`src/rtl/pipe_hazard_ctrl.sv`:
```
// -----------------------------------------------------------------------------
// pipe_hazard_ctrl
//   Pipeline sequencing controller for the five-stage RV32I core. Generates the
//   load enables and bubble (flush) strobes for the F/D, D/X, X/M and M/W stage
//   registers and the PC. It handles three events, highest priority first:
//     1. an outstanding data-memory access in M holds the front of the pipe and
//        bubbles M/W until memack_i arrives (or the wait times out)
//     2. a taken branch/jump resolved in X flushes F/D and D/X
//     3. a load in X feeding a source register of the instruction in D stalls
//        F/D for one cycle and bubbles D/X
//   All outputs are combinational from the state and the current inputs, so a
//   decision takes effect at the same edge as the inputs that cause it. Flush
//   has priority over enable at each stage register.
//
// Parameters
//   TIMEOUT_CYC  cycles (1..255) spent in MEMWAIT without ack before ERR
//
// Ports
//   clk_i, rst_i               clock, async active-high reset
//   rs1addr_D_i, rs2addr_D_i   source registers of the instruction in D
//   rs1use_D_i, rs2use_D_i     D instruction reads rs1 / rs2
//   rdaddr_X_i, rdwr_X_i       destination / write flag of the X instruction
//   wbsel_X_i                  X writeback select (2'b01 = load data)
//   taken_X_i                  X branch/jump resolved taken
//   lsreq_M_i                  M instruction accesses data memory
//   memack_i                   data memory completes the access this cycle
//   memreq_o                   access request to data memory
//   pcen_o, en_*_o             PC and stage register load enables
//   flush_*_o                  load a bubble into the stage register
//   timeout_o                  sticky memory-timeout error (ERR state)
//   stallcnt_o, flushcnt_o     saturating performance counters
//
// Build option
//   PIPE_PERF_CNT_EN  when defined, stallcnt_o counts cycles with pcen_o=0 and
//                     flushcnt_o counts branch flushes. When undefined, both
//                     outputs are tied to zero and no counter flops exist.
// -----------------------------------------------------------------------------
module pipe_hazard_ctrl #(
    parameter int unsigned TIMEOUT_CYC = 255
) (
    input  logic        clk_i,
    input  logic        rst_i,
    input  logic [4:0]  rs1addr_D_i,
    input  logic [4:0]  rs2addr_D_i,
    input  logic        rs1use_D_i,
    input  logic        rs2use_D_i,
    input  logic [4:0]  rdaddr_X_i,
    input  logic        rdwr_X_i,
    input  logic [1:0]  wbsel_X_i,
    input  logic        taken_X_i,
    input  logic        lsreq_M_i,
    input  logic        memack_i,
    output logic        memreq_o,
    output logic        pcen_o,
    output logic        en_FD_o,
    output logic        en_DX_o,
    output logic        en_XM_o,
    output logic        en_MW_o,
    output logic        flush_FD_o,
    output logic        flush_DX_o,
    output logic        flush_MW_o,
    output logic        timeout_o,
    output logic [31:0] stallcnt_o,
    output logic [31:0] flushcnt_o
);

    typedef enum logic [1:0] {
        ST_RUN     = 2'b00,
        ST_MEMWAIT = 2'b01,
        ST_ERR     = 2'b10
    } state_t;

    localparam logic [7:0] TIMEOUT_LIM = 8'(TIMEOUT_CYC);

    state_t     r_state;
    state_t     w_state_nxt;
    logic [7:0] r_wcnt;
    logic [7:0] w_wcnt_nxt;
    logic       w_load_use;
    logic       w_mem_hold;
    logic       w_branch_flush;

    // Load in X whose result is needed by D; x0 never creates a dependency.
    assign w_load_use = rdwr_X_i && (wbsel_X_i == 2'b01) && (rdaddr_X_i != 5'd0) &&
                        ((rs1use_D_i && (rs1addr_D_i == rdaddr_X_i)) ||
                         (rs2use_D_i && (rs2addr_D_i == rdaddr_X_i)));

    // Front of the pipe is held while an M access is pending; an ack in the
    // same cycle releases immediately, both from RUN and from MEMWAIT.
    assign w_mem_hold = ((r_state == ST_RUN) && lsreq_M_i && !memack_i) ||
                        ((r_state == ST_MEMWAIT) && !memack_i);

    // State and wait-counter register.
    always_ff @(posedge clk_i or posedge rst_i) begin
        if (rst_i) begin
            r_state <= ST_RUN;
            r_wcnt  <= 8'd0;
        end else begin
            r_state <= w_state_nxt;
            r_wcnt  <= w_wcnt_nxt;
        end
    end

    // Next-state and wait-count logic.
    always_comb begin
        w_state_nxt = r_state;
        w_wcnt_nxt  = r_wcnt;
        case (r_state)
            ST_RUN: begin
                if (lsreq_M_i && !memack_i) begin
                    w_state_nxt = ST_MEMWAIT;
                    w_wcnt_nxt  = 8'd1;
                end else begin
                    w_state_nxt = ST_RUN;
                    w_wcnt_nxt  = 8'd0;
                end
            end
            ST_MEMWAIT: begin
                if (memack_i) begin
                    w_state_nxt = ST_RUN;
                    w_wcnt_nxt  = 8'd0;
                end else if (r_wcnt == TIMEOUT_LIM) begin
                    w_state_nxt = ST_ERR;
                    w_wcnt_nxt  = r_wcnt;
                end else begin
                    w_state_nxt = ST_MEMWAIT;
                    w_wcnt_nxt  = r_wcnt + 8'd1;
                end
            end
            ST_ERR: begin
                // Only reset leaves ERR; late acks are ignored.
                w_state_nxt = ST_ERR;
                w_wcnt_nxt  = r_wcnt;
            end
            default: begin
                w_state_nxt = ST_RUN;
                w_wcnt_nxt  = 8'd0;
            end
        endcase
    end

    // Stage enables, flush strobes, memory request and error flag.
    always_comb begin
        pcen_o         = 1'b1;
        en_FD_o        = 1'b1;
        en_DX_o        = 1'b1;
        en_XM_o        = 1'b1;
        en_MW_o        = 1'b1;
        flush_FD_o     = 1'b0;
        flush_DX_o     = 1'b0;
        flush_MW_o     = 1'b0;
        memreq_o       = 1'b0;
        timeout_o      = 1'b0;
        w_branch_flush = 1'b0;

        if (rst_i) begin
            pcen_o     = 1'b0;
            en_FD_o    = 1'b0;
            en_DX_o    = 1'b0;
            en_XM_o    = 1'b0;
            en_MW_o    = 1'b0;
            flush_FD_o = 1'b1;
            flush_DX_o = 1'b1;
            flush_MW_o = 1'b1;
        end else if ((r_state != ST_RUN) && (r_state != ST_MEMWAIT)) begin
            // ERR (and any illegal encoding): freeze the pipe, bubble M/W.
            pcen_o     = 1'b0;
            en_FD_o    = 1'b0;
            en_DX_o    = 1'b0;
            en_XM_o    = 1'b0;
            en_MW_o    = 1'b0;
            flush_MW_o = 1'b1;
            timeout_o  = (r_state == ST_ERR);
        end else begin
            // The request stays up for the whole wait, including the ack cycle.
            memreq_o = (r_state == ST_MEMWAIT) || lsreq_M_i;
            if (w_mem_hold) begin
                pcen_o     = 1'b0;
                en_FD_o    = 1'b0;
                en_DX_o    = 1'b0;
                en_XM_o    = 1'b0;
                flush_MW_o = 1'b1;
            end else if (taken_X_i) begin
                // D holds a wrong-path instruction, so a load-use match is moot.
                flush_FD_o     = 1'b1;
                flush_DX_o     = 1'b1;
                w_branch_flush = 1'b1;
            end else if (w_load_use) begin
                pcen_o     = 1'b0;
                en_FD_o    = 1'b0;
                flush_DX_o = 1'b1;
            end else begin
                pcen_o = 1'b1;
            end
        end
    end

`ifdef PIPE_PERF_CNT_EN
    logic [31:0] r_stallcnt;
    logic [31:0] r_flushcnt;

    // Saturating stall and branch-flush counters.
    always_ff @(posedge clk_i or posedge rst_i) begin
        if (rst_i) begin
            r_stallcnt <= 32'd0;
            r_flushcnt <= 32'd0;
        end else begin
            if (!pcen_o && (r_stallcnt != 32'hFFFF_FFFF)) begin
                r_stallcnt <= r_stallcnt + 32'd1;
            end else begin
                r_stallcnt <= r_stallcnt;
            end
            if (w_branch_flush && (r_flushcnt != 32'hFFFF_FFFF)) begin
                r_flushcnt <= r_flushcnt + 32'd1;
            end else begin
                r_flushcnt <= r_flushcnt;
            end
        end
    end

    assign stallcnt_o = r_stallcnt;
    assign flushcnt_o = r_flushcnt;
`else
    assign stallcnt_o = 32'd0;
    assign flushcnt_o = 32'd0;
`endif

endmodule

```
`config.mk`:
```
export PLATFORM = sky130hd
export DESIGN_NAME = pipe_hazard_ctrl
export DESIGN_NICKNAME = d
export VERILOG_FILES = /design/src/rtl/pipe_hazard_ctrl.sv
export SDC_FILE = /design/constraint.sdc
export NUM_CORES = 1
export LEC_CHECK = 0
export ABC_CLOCK_PERIOD_IN_PS = 1700
export BUFFER_PORTS_ARGS = -buffer_cell sky130_fd_sc_hd__buf_2
export CAP_MARGIN = 20
export CORE_MARGIN = 5
export CORE_UTILIZATION = 30
export DETAILED_ROUTE_END_ITERATION = 6
export GPL_TIMING_DRIVEN = 1
export PLACE_DENSITY = 0.61
export SYNTH_ARGS = -nofsm -noshare
export SYNTH_HDL_FRONTEND = slang
export SYNTH_SLANG_ARGS = --single-unit
```
`constraint.sdc`:
```
create_clock -name clk_i -period 1.7 [get_ports clk_i]
set_clock_uncertainty 0.2 [all_clocks]
set_input_delay 0 -clock clk_i [delete_from_list [all_inputs] [get_ports clk_i]]
set_output_delay 0 -clock clk_i [all_outputs]
set_load 0.005 [all_outputs]
```
Word-level counts from Yosys, hierarchy flattened. Cells that the tools add are included.

Flip-flop bits (word level): 10. Bits in latches: 0. RAM bits: 0. Memory bits (read-only): 0. Input bits: 25. Output and inout bits: 74. Memories kept: 0.

Add/subtract/negate cells: 1. $mul: 0. Divide/modulo/power cells: 0. $lt $le $gt $ge: 0. Equality and inequality tests: 8. Shifts and indexed selects: 0. Muxes and demuxes: 34. Bitwise gates (word level): 1. Reduce and logical (&&, ||, !) cells: 18.

Operators with widths (count): $mux 1 (28); $pmux 8 s3 (1); $mux 8 (2); $eq 5x5->1 (2); $logic_and 1x1->1 (10); $add 8x1->8 const B (1); $eq 8x8->1 const B (1); $pmux 2 s3 (1); $reduce_bool 5->1 (1); $eq 2x1->1 const B (2); $mux 2 (2); $logic_or 1x1->1 (3); $ne 3x3->1 const B (1); $eq 2x2->1 const B (1); $logic_not 2->1 (1); $ne 2x1->1 const B (1); $reduce_and 2->1 (1); $reduce_bool 2->1 (1); $logic_not 1->1 (1); $not 1->1 (1).

Depth between registers and ports, before layout.
Depth in word-level cells: 9. Mapped depth: 6.

Worst setup path after synthesis. No wires, ideal clock.

Path type: register to register. Start: register r_wcnt[0]. End: register r_wcnt[1]. Library setup time: 68 ps. Arrival time: 1290 ps. Data required time: 1432 ps. Slack: 143 ps. Cell stages (with the launch flop): 6. Path buffers: 0. Period minus slack after synthesis: 1557 ps. Cells stage by stage: dfrtp_1 > ha_1 > nand3_1 > or2_1 > o21ai_0 > a32o_1.

Longest elaborated chain between the ends: 4.

Ends and longest elaborated chain: start: declaration (line 77) `logic [7:0] r_wcnt;`; start signal: assignment (line 100) `r_wcnt <= w_wcnt_nxt;`; $add 8x1->8 (line 127) `w_wcnt_nxt = r_wcnt + 8'd1;`; $mux 8 (line 122) `end else if (r_wcnt == TIMEOUT_LIM) begin`; $mux 8 (line 119) `if (memack_i) begin`; $pmux 8 s3 (line 108) `case (r_state)`.

Parallel ways exist; a longest one is shown, timed or not. The select of a mux whose other input is x is not followed. A chain may end at the register's enable or synchronous reset.

Worst setup path after layout.
Start: register r_state[0]. End: output port flush_DX_o.

Longest elaborated chain between the ends: 7.

Ends and longest elaborated chain: start: declaration (line 75) `state_t r_state;`; start signal: assignment (line 99) `r_state <= w_state_nxt;`; $logic_not 2->1 (line 90) `assign w_mem_hold = ((r_state == ST_RUN) && lsreq_M_i && !memack_i) ||`; $logic_and 1x1->1 (2 in a row) (line 90); $logic_or 1x1->1 (line 90); $mux 1 (line 177) `if (w_mem_hold) begin`; $mux 1 * (line 165) `end else if ((r_state != ST_RUN) && (r_state != ST_MEMWAIT)) begin`; $mux 1 * (line 156) `if (rst_i) begin`; end: declaration (line 60) `output logic flush_DX_o,`.

Mark *: on every way between the ends. The rest lies on a longest branch, timed or not.

==> impl_metrics.ini <==
[cts]
cts_root_buf = clkbuf_8
cts_buffer_depth = 2
insertion_delay_ns = 0.23
h-tree-depth = 1
cts_sinks = 10
clkSlewWorstSetupHoldPaths_ns = 0.05
cts_tree = done
cts_buffers = 3

[floorplanning]
die_x_um = 74.2
initial_utilization_pct = 30.9
ios = 99
coreArea_um2 = 4000
rows = 23
die_area_um2 = 5500
die_h_um = 74.2

[final_layout]
drive_gt1_share_pct = 26.8
n_antenna_cell = 0
nets = 222
fin_cells = 244
fin_area_um2 = 1340
syn2layout_area_growth_pct = 8.40

[routing]
drtAntennaViolNets = 0
drt_wl_total_mm = 2.54
drcViolationCount = 0
viasPerCell = 4.00
drt_iter0_drc = 62
drt-pass1-iter-count = 4
wl_per_cell_um = 10.4
vias = 977

[place]
dp_cells = 236
place_area_um2 = 1240
hpwlAfterDp_mm = 2.20
port-buffer-count = 34
routabilityCongestion = 0.794

[worst_setup_path]
startpoint_type = flop
worstPathArrival_ns = 1.45
path_class = flop to primary output
critical_path_required_ns = 1.50
cp_max_fo = 4
r2r_slack_ns = 0.11
endpoint_kind = primary output

[power]
peakVddDrop_mv = 0.291
p_int_uw = 472
pwr-share-seq_pct = 37.6
p_switching_uw = 189
comb_power_share_pct = 26.6
p_sw_share_pct = 28.6
power-per-cell-area_nw_per_um2 = 493
leakagePower_nw = 0.684
clkPwrFrac_pct = 35.8

[timing]
fin_crit_sh_pct = 97.0
rsz0062_at_grt = yes
fin_crit_ns = 1.65
setup_viol = 0
fmax_ghz = 0.606
report.final.slew_viol_count = 0
final-hold-violation-count = 0

[global_route]
antenna_found_initial = 0
use_met2_pct = 13.9
grt_use_met1_pct = 9.70
busiest_layer = met2
grt_max_degree = 11
use_met3_pct = 3.24
grt_pass1_vias = 866
grtUsageTotal_pct = 8.31
overflow = 0
grt_pass1_wl_mm = 3.64

[synthesis]
synth.distinct_cells = 37
syn-instance-count = 152
synth_top_cell_by_area = buf_4
synth_top_area_share_pct = 40.1
syn_avg_cell_area_um2 = 8.13
async_reset_ff_share_pct = 100
synth_area_um2 = 1240
yosysWarnings = 0
netlist_top_cells_area = buf_4, dfrtp_1, xor2_1
ys_seq_area_share_pct = 20.2
ys.flop_type = dfrtp_1
synth-seq-cells = 10
synth-edff-count = 0

[worst_hold_path]
hp-class = input pin to primary output

[job]
cap_violations = 0

[status]
outcome = completed
==> sequential cells by signal, indices dropped and copies added, names as in the netlist <==
| signal | count |
|---|---|
| r_wcnt | 8 |
| r_state | 2 |
==> cell usage after synthesis, drive strengths merged (2+ instances only) <==
library cell,n
a21oi,7
a32oi,2
a41oi,2
buf,67
dfrtp,10
inv,3
nand2,4
nand3,3
nand4,2
nor2,8
nor3,4
nor4,2
o21ai,6
o21bai,2
o31ai,2
xnor2,3
xor2,8
==> final cells by class <==
cell class,count,area [µm²]
fillers,448,2660
multi-input cells,134,717
repair buffers,44,255
flip-flops and latches,10,253
well taps,50,62.6
clock buffers,3,41.3
inverters,3,11.3
==> final timing paths <==
kind	startpoint	endpoint	cells after the start
max	r_state[0]$_DFF_PP0_	flush_DX_o	5
min	taken_X_i	flush_FD_o	3
max reg2reg	r_wcnt[1]$_DFFE_PP0P_	r_wcnt[1]$_DFFE_PP0P_	4
min reg2reg	r_state[1]$_DFF_PP0_	r_state[0]$_DFF_PP0_	1
max in group asynchronous	rst_i	r_state[1]$_DFF_PP0_	4
min in group asynchronous	rst_i	r_state[0]$_DFF_PP0_	4
==> cell usage in the layout (no fill, tap or decap), types with 2 or more instances in the layout <==
| cell | n |
|---|---|
| nor3_1 | 3 |
| inv_1 | 3 |
| nand3_1 | 3 |
| xnor2_1 | 3 |
| o21bai_1 | 2 |
| dfrtp_1 | 8 |
| clkbuf_8 | 3 |
| a41oi_1 | 2 |
| dlygate4sd3_1 | 3 |
| buf_4 | 8 |
| o21ai_0 | 5 |
| conb_1 | 64 |
| o31ai_1 | 2 |
| a32oi_1 | 2 |
| a21oi_1 | 7 |
| xor2_1 | 8 |
| nand2_1 | 4 |
| dfrtp_2 | 2 |
| nor2_1 | 7 |
| buf_2 | 33 |
| nand4_1 | 2 |
==> critical path: stages, from the launching register on <==
cell,delay (ns)
dfrtp_2,0.42
nor2_4,0.12
o21bai_1,0.06
or3_1,0.34
o21bai_1,0.14
buf_2,0.13
==> per-layer routing <==
metal	vias up	part of all wire, %
li1	471	-
met1	448	38
met2	56	50
met3	2	12
met4	0	0.75
met5	-	0
==> power groups by stage <==
stage,Clock (mW),Sequential [mW],Combinational [mW]
2_1_floorplan,0,0.252,0.201
3_5_place_dp,0,0.252,0.160
3_3_place_gp,0,0.252,0.159
6_report,0.237,0.249,0.176
5_1_grt,0.259,0.249,0.201
4_1_cts,0.243,0.248,0.172
==> per-stage QoR <==
step	hold slack, ns	setup slack (ns)	TNS [ns]	util [%]	total power [mW]
after floorplan	-0.352	0.143	0	-	0.453
after global placement	-0.144	0.107	0	31.0	0.411
after detailed placement	-0.143	0.0727	0	31.0	0.412
after CTS	0.112	0.0121	0	33.2	0.664
after global routing	0.132	-0.0354	-0.0354	33.5	0.709
final	0.111	0.0509	0	33.5	0.661
==> cells by family after synthesis <==
group | synth area share, %
AO/OA/AOI/OAI | 14.4
XOR/XNOR | 7.79
adder cells (fa/ha/maj) | 1.01
buffers and inverters | 41.7
flip-flops | 20.2
other | 0.303
AND/OR/NAND/NOR | 14.6
==> repair_timing <==
action | CTS | global route
setup endpoints to repair | 3 | 5
resized for setup | 4 | 2
pin swaps | 0 | 3
buffers inserted | 1 | 2
hold buffers | 3 | 0
hold endpoints to repair | 12 | 0
Power figures use the tool's default switching activity.
